### src/rtl/ahb3lite_master_cmd_if.sv
// ahb3lite_master_cmd_if
// Groups the local command/response port and the AHB3-Lite master-side bus
// of ahb3lite_master_cmd.
//   master modport : seen from the initiator (command in, response out,
//                    AHB address/control/write data out, HRDATA/HREADY/HRESP in)
//   slave modport  : seen from the environment (command issuer + AHB slave)
interface ahb3lite_master_cmd_if;
    // command / response
    logic        CMD_VALID;
    logic        CMD_READY;
    logic        CMD_WRITE;
    logic [31:0] CMD_ADDR;
    logic [1:0]  CMD_SIZE;
    logic [31:0] CMD_WDATA;
    logic        RSP_VALID;
    logic        RSP_ERR;
    logic [31:0] RSP_RDATA;
    // AHB3-Lite
    logic [31:0] HADDR;
    logic [31:0] HWDATA;
    logic        HWRITE;
    logic [2:0]  HSIZE;
    logic [2:0]  HBURST;
    logic [3:0]  HPROT;
    logic [1:0]  HTRANS;
    logic        HMASTLOCK;
    logic [31:0] HRDATA;
    logic        HREADY;
    logic        HRESP;

    modport master (
        input  CMD_VALID, CMD_WRITE, CMD_ADDR, CMD_SIZE, CMD_WDATA,
        input  HRDATA, HREADY, HRESP,
        output CMD_READY, RSP_VALID, RSP_ERR, RSP_RDATA,
        output HADDR, HWDATA, HWRITE, HSIZE, HBURST, HPROT, HTRANS, HMASTLOCK
    );

    modport slave (
        output CMD_VALID, CMD_WRITE, CMD_ADDR, CMD_SIZE, CMD_WDATA,
        output HRDATA, HREADY, HRESP,
        input  CMD_READY, RSP_VALID, RSP_ERR, RSP_RDATA,
        input  HADDR, HWDATA, HWRITE, HSIZE, HBURST, HPROT, HTRANS, HMASTLOCK
    );
endinterface

### src/rtl/ahb3lite_master_cmd.sv
// ahb3lite_master_cmd
// Command-driven AHB3-Lite initiator: each accepted valid/ready command becomes
// one single, non-pipelined AHB transfer followed by a one-cycle response pulse.
// Misaligned or size-3 commands are answered with an error without touching
// the bus.
//
// Ports:
//   CLK     clock
//   RESETn  synchronous active-low reset
//   bus     ahb3lite_master_cmd_if.master (command, response and AHB signals)
//
// Parameters:
//   HPROT_VAL  constant HPROT value
//   TIMEOUT    HREADY-low cycle limit (>= 2), only with the timeout option
//
// Optional feature: define AHB3LITE_MASTER_TIMEOUT_EN to abort a transfer whose
// slave holds HREADY low for TIMEOUT cycles (RSP_ERR=1, RSP_RDATA=32'hdeadbeef).
//
// state   | meaning
// --------+-----------------------------------------------------------
// ST_IDLE | CMD_READY high, waiting for a command
// ST_ADDR | NONSEQ address phase on the bus, waiting for HREADY
// ST_DATA | data phase, HTRANS back to IDLE, waiting for HREADY
// ST_RESP | RSP_VALID pulse, back to idle next cycle
module ahb3lite_master_cmd #(
    parameter logic [3:0]  HPROT_VAL = 4'b0011,
    parameter int unsigned TIMEOUT   = 256
) (
    input  logic                  CLK,
    input  logic                  RESETn,
    ahb3lite_master_cmd_if.master bus
);
    typedef enum logic [1:0] {
        ST_IDLE = 2'd0,
        ST_ADDR = 2'd1,
        ST_DATA = 2'd2,
        ST_RESP = 2'd3
    } state_t;

    localparam logic [1:0] HTRANS_IDLE   = 2'b00;
    localparam logic [1:0] HTRANS_NONSEQ = 2'b10;

    if (TIMEOUT < 2) begin : g_bad_timeout
        $error("ahb3lite_master_cmd: TIMEOUT must be >= 2");
    end

    state_t      r_state;
    logic        r_cmd_ready;
    logic        r_rsp_valid;
    logic        r_rsp_err;
    logic [31:0] r_rsp_rdata;
    logic [31:0] r_haddr;
    logic [31:0] r_hwdata;
    logic        r_hwrite;
    logic [2:0]  r_hsize;
    logic [1:0]  r_htrans;
    logic [31:0] r_wdata_rep;

    logic        w_accept;
    logic        w_illegal;
    logic [31:0] w_wdata_rep;

`ifdef AHB3LITE_MASTER_TIMEOUT_EN
    // Down-counter loaded with TIMEOUT-1 on entry to ADDR/DATA; the stall
    // cycle that finds it at zero is the TIMEOUT-th one.
    localparam int unsigned     TMR_W    = $clog2(TIMEOUT);
    localparam logic [TMR_W-1:0] TMR_LOAD = TMR_W'(TIMEOUT - 1);
    logic [TMR_W-1:0] r_tmr;
    logic             w_tmr_done;
    assign w_tmr_done = (r_tmr == '0);
`endif

    assign w_accept = bus.CMD_VALID & r_cmd_ready;

    // Alignment check and lane replication of the write data.
    always_comb begin
        w_illegal   = 1'b0;
        w_wdata_rep = bus.CMD_WDATA;
        case (bus.CMD_SIZE)
            2'd0: w_wdata_rep = {4{bus.CMD_WDATA[7:0]}};
            2'd1: begin
                w_illegal   = bus.CMD_ADDR[0];
                w_wdata_rep = {2{bus.CMD_WDATA[15:0]}};
            end
            2'd2:    w_illegal = |bus.CMD_ADDR[1:0];
            default: w_illegal = 1'b1;
        endcase
    end

    always_ff @(posedge CLK) begin
        if (!RESETn) begin
            r_state     <= ST_IDLE;
            r_cmd_ready <= 1'b0;
            r_rsp_valid <= 1'b0;
            r_rsp_err   <= 1'b0;
            r_rsp_rdata <= '0;
            r_haddr     <= '0;
            r_hwdata    <= '0;
            r_hwrite    <= 1'b0;
            r_hsize     <= '0;
            r_htrans    <= HTRANS_IDLE;
            r_wdata_rep <= '0;
`ifdef AHB3LITE_MASTER_TIMEOUT_EN
            r_tmr       <= '0;
`endif
        end else begin
            r_rsp_valid <= 1'b0;
            case (r_state)
                ST_IDLE: begin
                    r_cmd_ready <= 1'b1;
                    if (w_accept) begin
                        r_cmd_ready <= 1'b0;
                        if (w_illegal) begin
                            r_rsp_err   <= 1'b1;
                            r_rsp_rdata <= '0;
                            r_rsp_valid <= 1'b1;
                            r_state     <= ST_RESP;
                        end else begin
                            r_haddr     <= bus.CMD_ADDR;
                            r_hwrite    <= bus.CMD_WRITE;
                            r_hsize     <= {1'b0, bus.CMD_SIZE};
                            r_htrans    <= HTRANS_NONSEQ;
                            r_wdata_rep <= w_wdata_rep;
                            r_state     <= ST_ADDR;
`ifdef AHB3LITE_MASTER_TIMEOUT_EN
                            r_tmr       <= TMR_LOAD;
`endif
                        end
                    end
                end
                ST_ADDR: begin
                    if (bus.HREADY) begin
                        r_htrans <= HTRANS_IDLE;
                        r_hwdata <= r_hwrite ? r_wdata_rep : '0;
                        r_state  <= ST_DATA;
`ifdef AHB3LITE_MASTER_TIMEOUT_EN
                        r_tmr    <= TMR_LOAD;
                    end else if (w_tmr_done) begin
                        r_htrans    <= HTRANS_IDLE;
                        r_rsp_err   <= 1'b1;
                        r_rsp_rdata <= 32'hdeadbeef;
                        r_rsp_valid <= 1'b1;
                        r_state     <= ST_RESP;
                    end else begin
                        r_tmr <= r_tmr - TMR_W'(1);
`endif
                    end
                end
                ST_DATA: begin
                    // First cycle of a two-cycle ERROR has HREADY low and is
                    // just another wait; HTRANS is already IDLE.
                    if (bus.HREADY) begin
                        r_rsp_rdata <= r_hwrite ? '0 : bus.HRDATA;
                        r_rsp_err   <= bus.HRESP;
                        r_rsp_valid <= 1'b1;
                        r_state     <= ST_RESP;
`ifdef AHB3LITE_MASTER_TIMEOUT_EN
                    end else if (w_tmr_done) begin
                        r_rsp_err   <= 1'b1;
                        r_rsp_rdata <= 32'hdeadbeef;
                        r_rsp_valid <= 1'b1;
                        r_state     <= ST_RESP;
                    end else begin
                        r_tmr <= r_tmr - TMR_W'(1);
`endif
                    end
                end
                ST_RESP: begin
                    r_cmd_ready <= 1'b1;
                    r_state     <= ST_IDLE;
                end
                default: r_state <= ST_IDLE;
            endcase
        end
    end

    assign bus.CMD_READY = r_cmd_ready;
    assign bus.RSP_VALID = r_rsp_valid;
    assign bus.RSP_ERR   = r_rsp_err;
    assign bus.RSP_RDATA = r_rsp_rdata;
    assign bus.HADDR     = r_haddr;
    assign bus.HWDATA    = r_hwdata;
    assign bus.HWRITE    = r_hwrite;
    assign bus.HSIZE     = r_hsize;
    assign bus.HTRANS    = r_htrans;
    assign bus.HBURST    = 3'b000;
    assign bus.HPROT     = HPROT_VAL;
    assign bus.HMASTLOCK = 1'b0;
endmodule

### src/flat_wrapper.sv
// flat-port wrapper written by rule: the top's interface ports become plain ports
module ahb3lite_master_cmd_flat 
#(
    parameter logic [3:0]  HPROT_VAL = 4'b0011,
    parameter int unsigned TIMEOUT   = 256
)
  (CLK, RESETn, bus_CMD_VALID, bus_CMD_WRITE, bus_CMD_ADDR, bus_CMD_SIZE, bus_CMD_WDATA, bus_HRDATA, bus_HREADY, bus_HRESP, bus_CMD_READY, bus_RSP_VALID, bus_RSP_ERR, bus_RSP_RDATA, bus_HADDR, bus_HWDATA, bus_HWRITE, bus_HSIZE, bus_HBURST, bus_HPROT, bus_HTRANS, bus_HMASTLOCK);
  ahb3lite_master_cmd_if bus_i ();
  input  logic CLK;
  input  logic RESETn;
  input wire logic [$bits(bus_i.CMD_VALID)-1:0] bus_CMD_VALID;
  input wire logic [$bits(bus_i.CMD_WRITE)-1:0] bus_CMD_WRITE;
  input wire logic [$bits(bus_i.CMD_ADDR)-1:0] bus_CMD_ADDR;
  input wire logic [$bits(bus_i.CMD_SIZE)-1:0] bus_CMD_SIZE;
  input wire logic [$bits(bus_i.CMD_WDATA)-1:0] bus_CMD_WDATA;
  input wire logic [$bits(bus_i.HRDATA)-1:0] bus_HRDATA;
  input wire logic [$bits(bus_i.HREADY)-1:0] bus_HREADY;
  input wire logic [$bits(bus_i.HRESP)-1:0] bus_HRESP;
  output wire logic [$bits(bus_i.CMD_READY)-1:0] bus_CMD_READY;
  output wire logic [$bits(bus_i.RSP_VALID)-1:0] bus_RSP_VALID;
  output wire logic [$bits(bus_i.RSP_ERR)-1:0] bus_RSP_ERR;
  output wire logic [$bits(bus_i.RSP_RDATA)-1:0] bus_RSP_RDATA;
  output wire logic [$bits(bus_i.HADDR)-1:0] bus_HADDR;
  output wire logic [$bits(bus_i.HWDATA)-1:0] bus_HWDATA;
  output wire logic [$bits(bus_i.HWRITE)-1:0] bus_HWRITE;
  output wire logic [$bits(bus_i.HSIZE)-1:0] bus_HSIZE;
  output wire logic [$bits(bus_i.HBURST)-1:0] bus_HBURST;
  output wire logic [$bits(bus_i.HPROT)-1:0] bus_HPROT;
  output wire logic [$bits(bus_i.HTRANS)-1:0] bus_HTRANS;
  output wire logic [$bits(bus_i.HMASTLOCK)-1:0] bus_HMASTLOCK;
  assign bus_i.CMD_VALID = bus_CMD_VALID;
  assign bus_i.CMD_WRITE = bus_CMD_WRITE;
  assign bus_i.CMD_ADDR = bus_CMD_ADDR;
  assign bus_i.CMD_SIZE = bus_CMD_SIZE;
  assign bus_i.CMD_WDATA = bus_CMD_WDATA;
  assign bus_i.HRDATA = bus_HRDATA;
  assign bus_i.HREADY = bus_HREADY;
  assign bus_i.HRESP = bus_HRESP;
  assign bus_CMD_READY = bus_i.CMD_READY;
  assign bus_RSP_VALID = bus_i.RSP_VALID;
  assign bus_RSP_ERR = bus_i.RSP_ERR;
  assign bus_RSP_RDATA = bus_i.RSP_RDATA;
  assign bus_HADDR = bus_i.HADDR;
  assign bus_HWDATA = bus_i.HWDATA;
  assign bus_HWRITE = bus_i.HWRITE;
  assign bus_HSIZE = bus_i.HSIZE;
  assign bus_HBURST = bus_i.HBURST;
  assign bus_HPROT = bus_i.HPROT;
  assign bus_HTRANS = bus_i.HTRANS;
  assign bus_HMASTLOCK = bus_i.HMASTLOCK;
  ahb3lite_master_cmd #(.HPROT_VAL(HPROT_VAL), .TIMEOUT(TIMEOUT)) u_core (.CLK(CLK), .RESETn(RESETn), .bus(bus_i));
endmodule
### config.mk
export PLATFORM = sky130hd
export DESIGN_NAME = ahb3lite_master_cmd_flat
export DESIGN_NICKNAME = d
export VERILOG_FILES = /design/src/rtl/ahb3lite_master_cmd_if.sv /design/src/rtl/ahb3lite_master_cmd.sv /design/src/flat_wrapper.sv
export SDC_FILE = /design/constraint.sdc
export NUM_CORES = 1
export LEC_CHECK = 0
export BUFFER_PORTS_ARGS = -buffer_cell sky130_fd_sc_hd__buf_2
export CORE_MARGIN = 2
export CORE_UTILIZATION = 45
export CTS_BUF_LIST = sky130_fd_sc_hd__clkbuf_4 sky130_fd_sc_hd__clkbuf_8
export CTS_CLUSTER_DIAMETER = 120
export DETAILED_ROUTE_END_ITERATION = 6
export GPL_TIMING_DRIVEN = 0
export PLACE_DENSITY = 0.78
export SLEW_MARGIN = 20
export SYNTH_ARGS = -nofsm -noshare
export SYNTH_HDL_FRONTEND = slang
export SYNTH_SLANG_ARGS = --single-unit
### constraint.sdc
create_clock -name CLK -period 1.85 [get_ports CLK]
set_input_delay 0.37 -clock CLK [delete_from_list [all_inputs] [get_ports CLK]]
set_output_delay 0.37 -clock CLK [all_outputs]
set_load 0.01 [all_outputs]
Word level (Yosys, flattened, before mapping)

Cells that the tools add are included.

Eq/ne operators: 10
Muxes and demuxes: 27
Bitwise operators: 2
Reductions and logical operators: 11

Operators with widths:

| operator           | number |
|---|---|
| $mux 32            | 5 |
| $pmux 32 s2        | 2 |
| $mux 2             | 7 |
| $pmux 2 s4         | 1 |
| $reduce_and 4->1   | 2 |
| $mux 1             | 7 |
| $eq 2x2->1 const B | 3 |
| $ne 2x2->1 const B | 3 |
| $pmux 1 s2         | 3 |
| $reduce_and 3->1   | 2 |
| $reduce_bool 2->1  | 3 |
| $eq 2x1->1 const B | 2 |
| $logic_not 2->1    | 2 |
| $ne 2x1->1 const B | 2 |
| $pmux 2 s2         | 1 |
| $pmux 1 s3         | 1 |
| $reduce_and 2->1   | 1 |
| $reduce_or 2->1    | 1 |
| $and 1x1->1        | 1 |
| $not 1->1          | 1 |

Register bits: 138
Input port bits: 104
Output and inout port bits: 113
Logic and storage cells: 61

Longest topological paths before layout

Word-level depth: 5
Depth in mapped cells: 9
Depth with buffers taken out: 6

Worst setup path before layout

Ideal clock, no wire load.

Path type: flip-flop to flip-flop
Start point: reg u_core.r_state[0]
End point: reg u_core.r_haddr[1], in the netlist u_core.bus.HADDR[1]
Library setup time: 0.132 ns
Data arrival time: 1.599 ns
Data required time: 1.718 ns
Path slack: 0.120 ns
Stages on the path, launching flop included: 8
Path buffers: 2
Clock period less this slack: 1.730 ns
Path through: dfxtp_1 > inv_1 > ha_1 > nand3_1 > o21bai_1 > clkbuf_1 > clkbuf_1 > o21ai_0

Word-level cells in the longest chain between the ends: 2

Ends and longest elaborated chain:

| what                       | line                       | source |
|---|---|---|
| start: declaration         | ahb3lite_master_cmd.sv:47  | `state_t r_state;` |
| start signal: assignment   | ahb3lite_master_cmd.sv:92  | `r_state <= ST_IDLE;` |
| start signal: assignment   | ahb3lite_master_cmd.sv:117 | `r_state <= ST_RESP;` |
| start signal: assignment   | ahb3lite_master_cmd.sv:124 | `r_state <= ST_ADDR;` |
| $logic_not 2->1            | ahb3lite_master_cmd.sv:108 | `case (r_state)` |
| $reduce_and 3->1 (no line) | n/a                        |  |
| end signal: assignment     | ahb3lite_master_cmd.sv:119 | `r_haddr <= bus.CMD_ADDR;` |
| end: declaration           | ahb3lite_master_cmd.sv:52  | `logic [31:0] r_haddr;` |

No other way between the ends.
A chain may end at the register's enable or synchronous reset.

Worst setup path in the final report

Start point: reg u_core.r_state[0]
End point: reg u_core.r_rsp_rdata[27], in the netlist u_core.bus.RSP_RDATA[27]

Word-level cells in the longest chain between the ends: 3
Elaborated cells on any way between the ends: 8
Classes of those cells: 4 x eq/ne; 1 x mux; 3 x reduce/logical

Ends and longest elaborated chain:

| what                                               | line                       | source |
|---|---|---|
| $eq 2x2->1 or $logic_not 2->1 (tied branches)      | ahb3lite_master_cmd.sv:108 |  |
| $ne 2x2->1 (no line), or another cell as far along | n/a                        |  |
| $reduce_and 4->1 (no line)                         | n/a                        |  |
| end signal: assignment                             | ahb3lite_master_cmd.sv:153 | `r_rsp_rdata <= r_hwrite ? '0 : bus.HRDATA;` |
| end: declaration                                   | ahb3lite_master_cmd.sv:51  | `logic [31:0] r_rsp_rdata;` |

Parallel ways exist; a longest one is shown, timed or not.

==> impl_metrics.env <==
export IMPL_design_area_um2=7210
export IMPL_hold_slack_ns=0.129
export IMPL_drive_above_1_share=0.330
export IMPL_grt_max_degree=17
export IMPL_total_leakage_power_nw=3.62
export IMPL_clk_path_buf_depth=2
export IMPL_crit_type="register to register"
export IMPL_cts_sinks=137
export IMPL_cp_start_kind="register"
export IMPL_drv_cap=0
export IMPL_cts_hold_fix_buffers=0
export IMPL_worstMarginPinSlew_ns=0.701
export IMPL_firstDrtPassIters=4
export IMPL_post_route_drc_count=0
export IMPL_grt_overflow=0
export IMPL_antenna_found_initial=2
export IMPL_cts_made_buffers=17
export IMPL_root_buffer="clkbuf_8"
export IMPL_dieArea_um2=13000
export IMPL_drt_initial_drc_count=361
export IMPL_vias=5125
export IMPL_cp_max_fo=10
export IMPL_power_mw=7.90
export IMPL_synthArstFlopShare=0
export IMPL_crit_path_end_kind="register"
export IMPL_grt_pass1_wl_um=23700
export IMPL_area_delta_synth_final_pct=32.6
export IMPL_yosysWarningCount=0
export IMPL_ioPinCount=217
export IMPL_gp_congestion=0.858
export IMPL_initial_core_util=0.456
export IMPL_setup_viol=0
export IMPL_synth_seq_area_share=0.504
export IMPL_synth_edf_count=0
export IMPL_grt_setup_unrepaired="false"
export IMPL_wire_per_inst_um=15.2
export IMPL_rows=40
export IMPL_r2r_setup_slack_ns=0.15
export IMPL_die_height_um=114
export IMPL_tritoncts="yes"
export IMPL_ys_types=34
export IMPL_nNetsFinal=948
export IMPL_postRouteAntennaNets=0
export IMPL_clock_latency_ns=0.45
export IMPL_grt_use_total=0.235
export IMPL_n_antenna_cell=0
export IMPL_fin_crit_sh=0.922
export IMPL_syn_area_um2=5440
export IMPL_status="complete, no violations"
export IMPL_irDropWorstVdd_mv=0.577
export IMPL_cp_required_ns=2.18
export IMPL_hold_viol=0
export IMPL_grt_pass1_vias=4809
export IMPL_placed_area_um2=6670
export IMPL_fmax_mhz=587
export IMPL_yosys_area_top_type="dfxtp_1"
export IMPL_worstHoldPathCells=3
export IMPL_dieWidth_um=114
export IMPL_arrival_ns=2.04
export IMPL_synthDominantCellAreaShare=0.504
export IMPL_wl_um=15200
export IMPL_min_path_type="input port to register"
export IMPL_slew_headroom=0.529
export IMPL_clk_pin_slew_ns=0.08
export IMPL_dp_hpwl_um=11600
export IMPL_tns_ns=0
export IMPL_syn_avg_cell_area_um2=8.93
export IMPL_skew_ns=0.0115
export IMPL_period_needed_ns=1.70
export IMPL_synthFlopType="dfxtp_1"
export IMPL_postSynthCellCount=609
export IMPL_port_buffer_count=204
export IMPL_drt_vias_per_instance=5.13
export IMPL_drv_slew=0
export IMPL_power_density_nw_per_um2=1100
export IMPL_reg2reg_depth=7
export IMPL_ys_seq_elements=137
export IMPL_cts_max_level=4
export IMPL_synthTopCellsByArea="dfxtp_1 50%, nand3_1 11%, nand2_1 8.3%"
export IMPL_core_area_um2=11900
export IMPL_final_util=0.605
[flip-flops by register name, indices dropped and copies added, names as in the netlist]
| name | cells |
|---|---|
| u_core.bus.RSP_RDATA | 32 |
| u_core.bus.RSP_VALID | 1 |
| u_core.bus.HADDR | 32 |
| u_core.bus.CMD_READY | 1 |
| u_core.r_state | 2 |
| u_core.bus.HTRANS | 1 |
| u_core.bus.RSP_ERR | 1 |
| u_core.bus.HSIZE | 2 |
| u_core.r_wdata_rep | 32 |
| u_core.bus.HWDATA | 32 |
| u_core.bus.HWRITE | 1 |
[per-stage QoR]
stage	setup WS (ns)	std cells
after floorplan	0.120	617
after global placement	-0.364	968
after detailed placement	-0.401	968
after CTS	0.0188	999
after global routing	0.00112	999
final	0.145	999
[layout make-up]
type	instances	area, µm²
buffer	63	344
clock buffer	21	289
clock inverter	11	191
fill	1083	4700
inverter	3	11.3
multi-input combinational	412	2420
sequential	137	2740
tap	147	184
timing repair buffer	205	1030
[worst max-delay path: stages (launching register included)]
cell and delay, ns:
dfxtp_1 0.40, inv_2 0.08, ha_1 0.26, mux2i_1 0.15, nand2_1 0.08, nand2_1 0.12, clkbuf_2 0.23, a22o_1 0.26
[path summary, 6_finish.rpt]
kind / endpoint / from
worst max register to register: u_core.bus.RSP_RDATA[27]$_SDFFE_PN0P_ / u_core.r_state[0]$_SDFFE_PN0P_
worst max-delay path: u_core.bus.RSP_RDATA[27]$_SDFFE_PN0P_ / u_core.r_state[0]$_SDFFE_PN0P_
worst min register to register: u_core.bus.HADDR[22]$_SDFFE_PN0P_ / u_core.bus.HADDR[22]$_SDFFE_PN0P_
worst min-delay path: u_core.bus.HADDR[10]$_SDFFE_PN0P_ / bus_CMD_ADDR[10]
[repair_timing]
item                                   in CTS  in global routing
setup endpoints to repair                  96                118
pin swaps                                   0                  1
resized for setup                          18                 18
endpoints found under the hold margin       0                  0
setup buffers                               0                  1
[cell usage after synthesis (all sizes together), types with 2 or more instances]
cell type / count
and2: 2
ha: 5
o211a: 16
a21boi: 40
nand3: 123
nor3b: 2
conb: 2
dfxtp: 137
clkbuf: 36
nor2: 5
o21bai: 2
a21oi: 3
mux2i: 18
a22o: 32
o21ai: 22
inv: 3
buf: 29
nand2: 120
[layout by cell type, fill, tap and decap left out, types with 2 or more instances in the layout]
master and count:
a21boi_0 40, a21oi_1 2, a22o_1 32, and2_1 2, buf_1 9, buf_2 209, buf_4 13, buf_6 4
bufinv_16 5, clkbuf_1 18, clkbuf_2 12, clkbuf_4 3, clkbuf_8 21, clkinv_2 2, clkinvlp_4 3, conb_1 10
dfxtp_1 137, ha_1 4, inv_2 2, mux2i_1 18, nand2_1 120, nand3_1 122, nor2_1 5, nor3b_1 2
o211a_1 16, o21ai_0 22, o21bai_1 2
[metal layers]
metal	vias up	GRT usage	wire [µm]
met1	2308	0.270	6330
met4	2	0.102	371
met2	214	0.390	7120
li1	2568	-	-
met5	-	0	7
met3	33	0.0909	1340
[report_power, final]
| group | internal (mW) | switching, mW | leakage [nW] |
|---|---|---|---|
| Combinational | 0.672 | 1.02 | 2.28 |
| Sequential | 3.18 | 0.131 | 1.11 |
| Clock | 1.75 | 1.14 | 0.234 |
| Total | 5.60 | 2.30 | 3.62 |
[logic make-up (layout without fill, tap and decap cells)]
family / count (synthesis) / count (layout) / share of synthesized area
other cells: 2 / 10 / 0.00138
fa+ha+maj: 5 / 5 / 0.0115
simple gates: 255 / 255 / 0.211
compound gates: 124 / 124 / 0.178
mux: 18 / 18 / 0.0331
buf+inv: 68 / 303 / 0.0608
flops: 137 / 137 / 0.504
(Power assumes the default switching activity.)
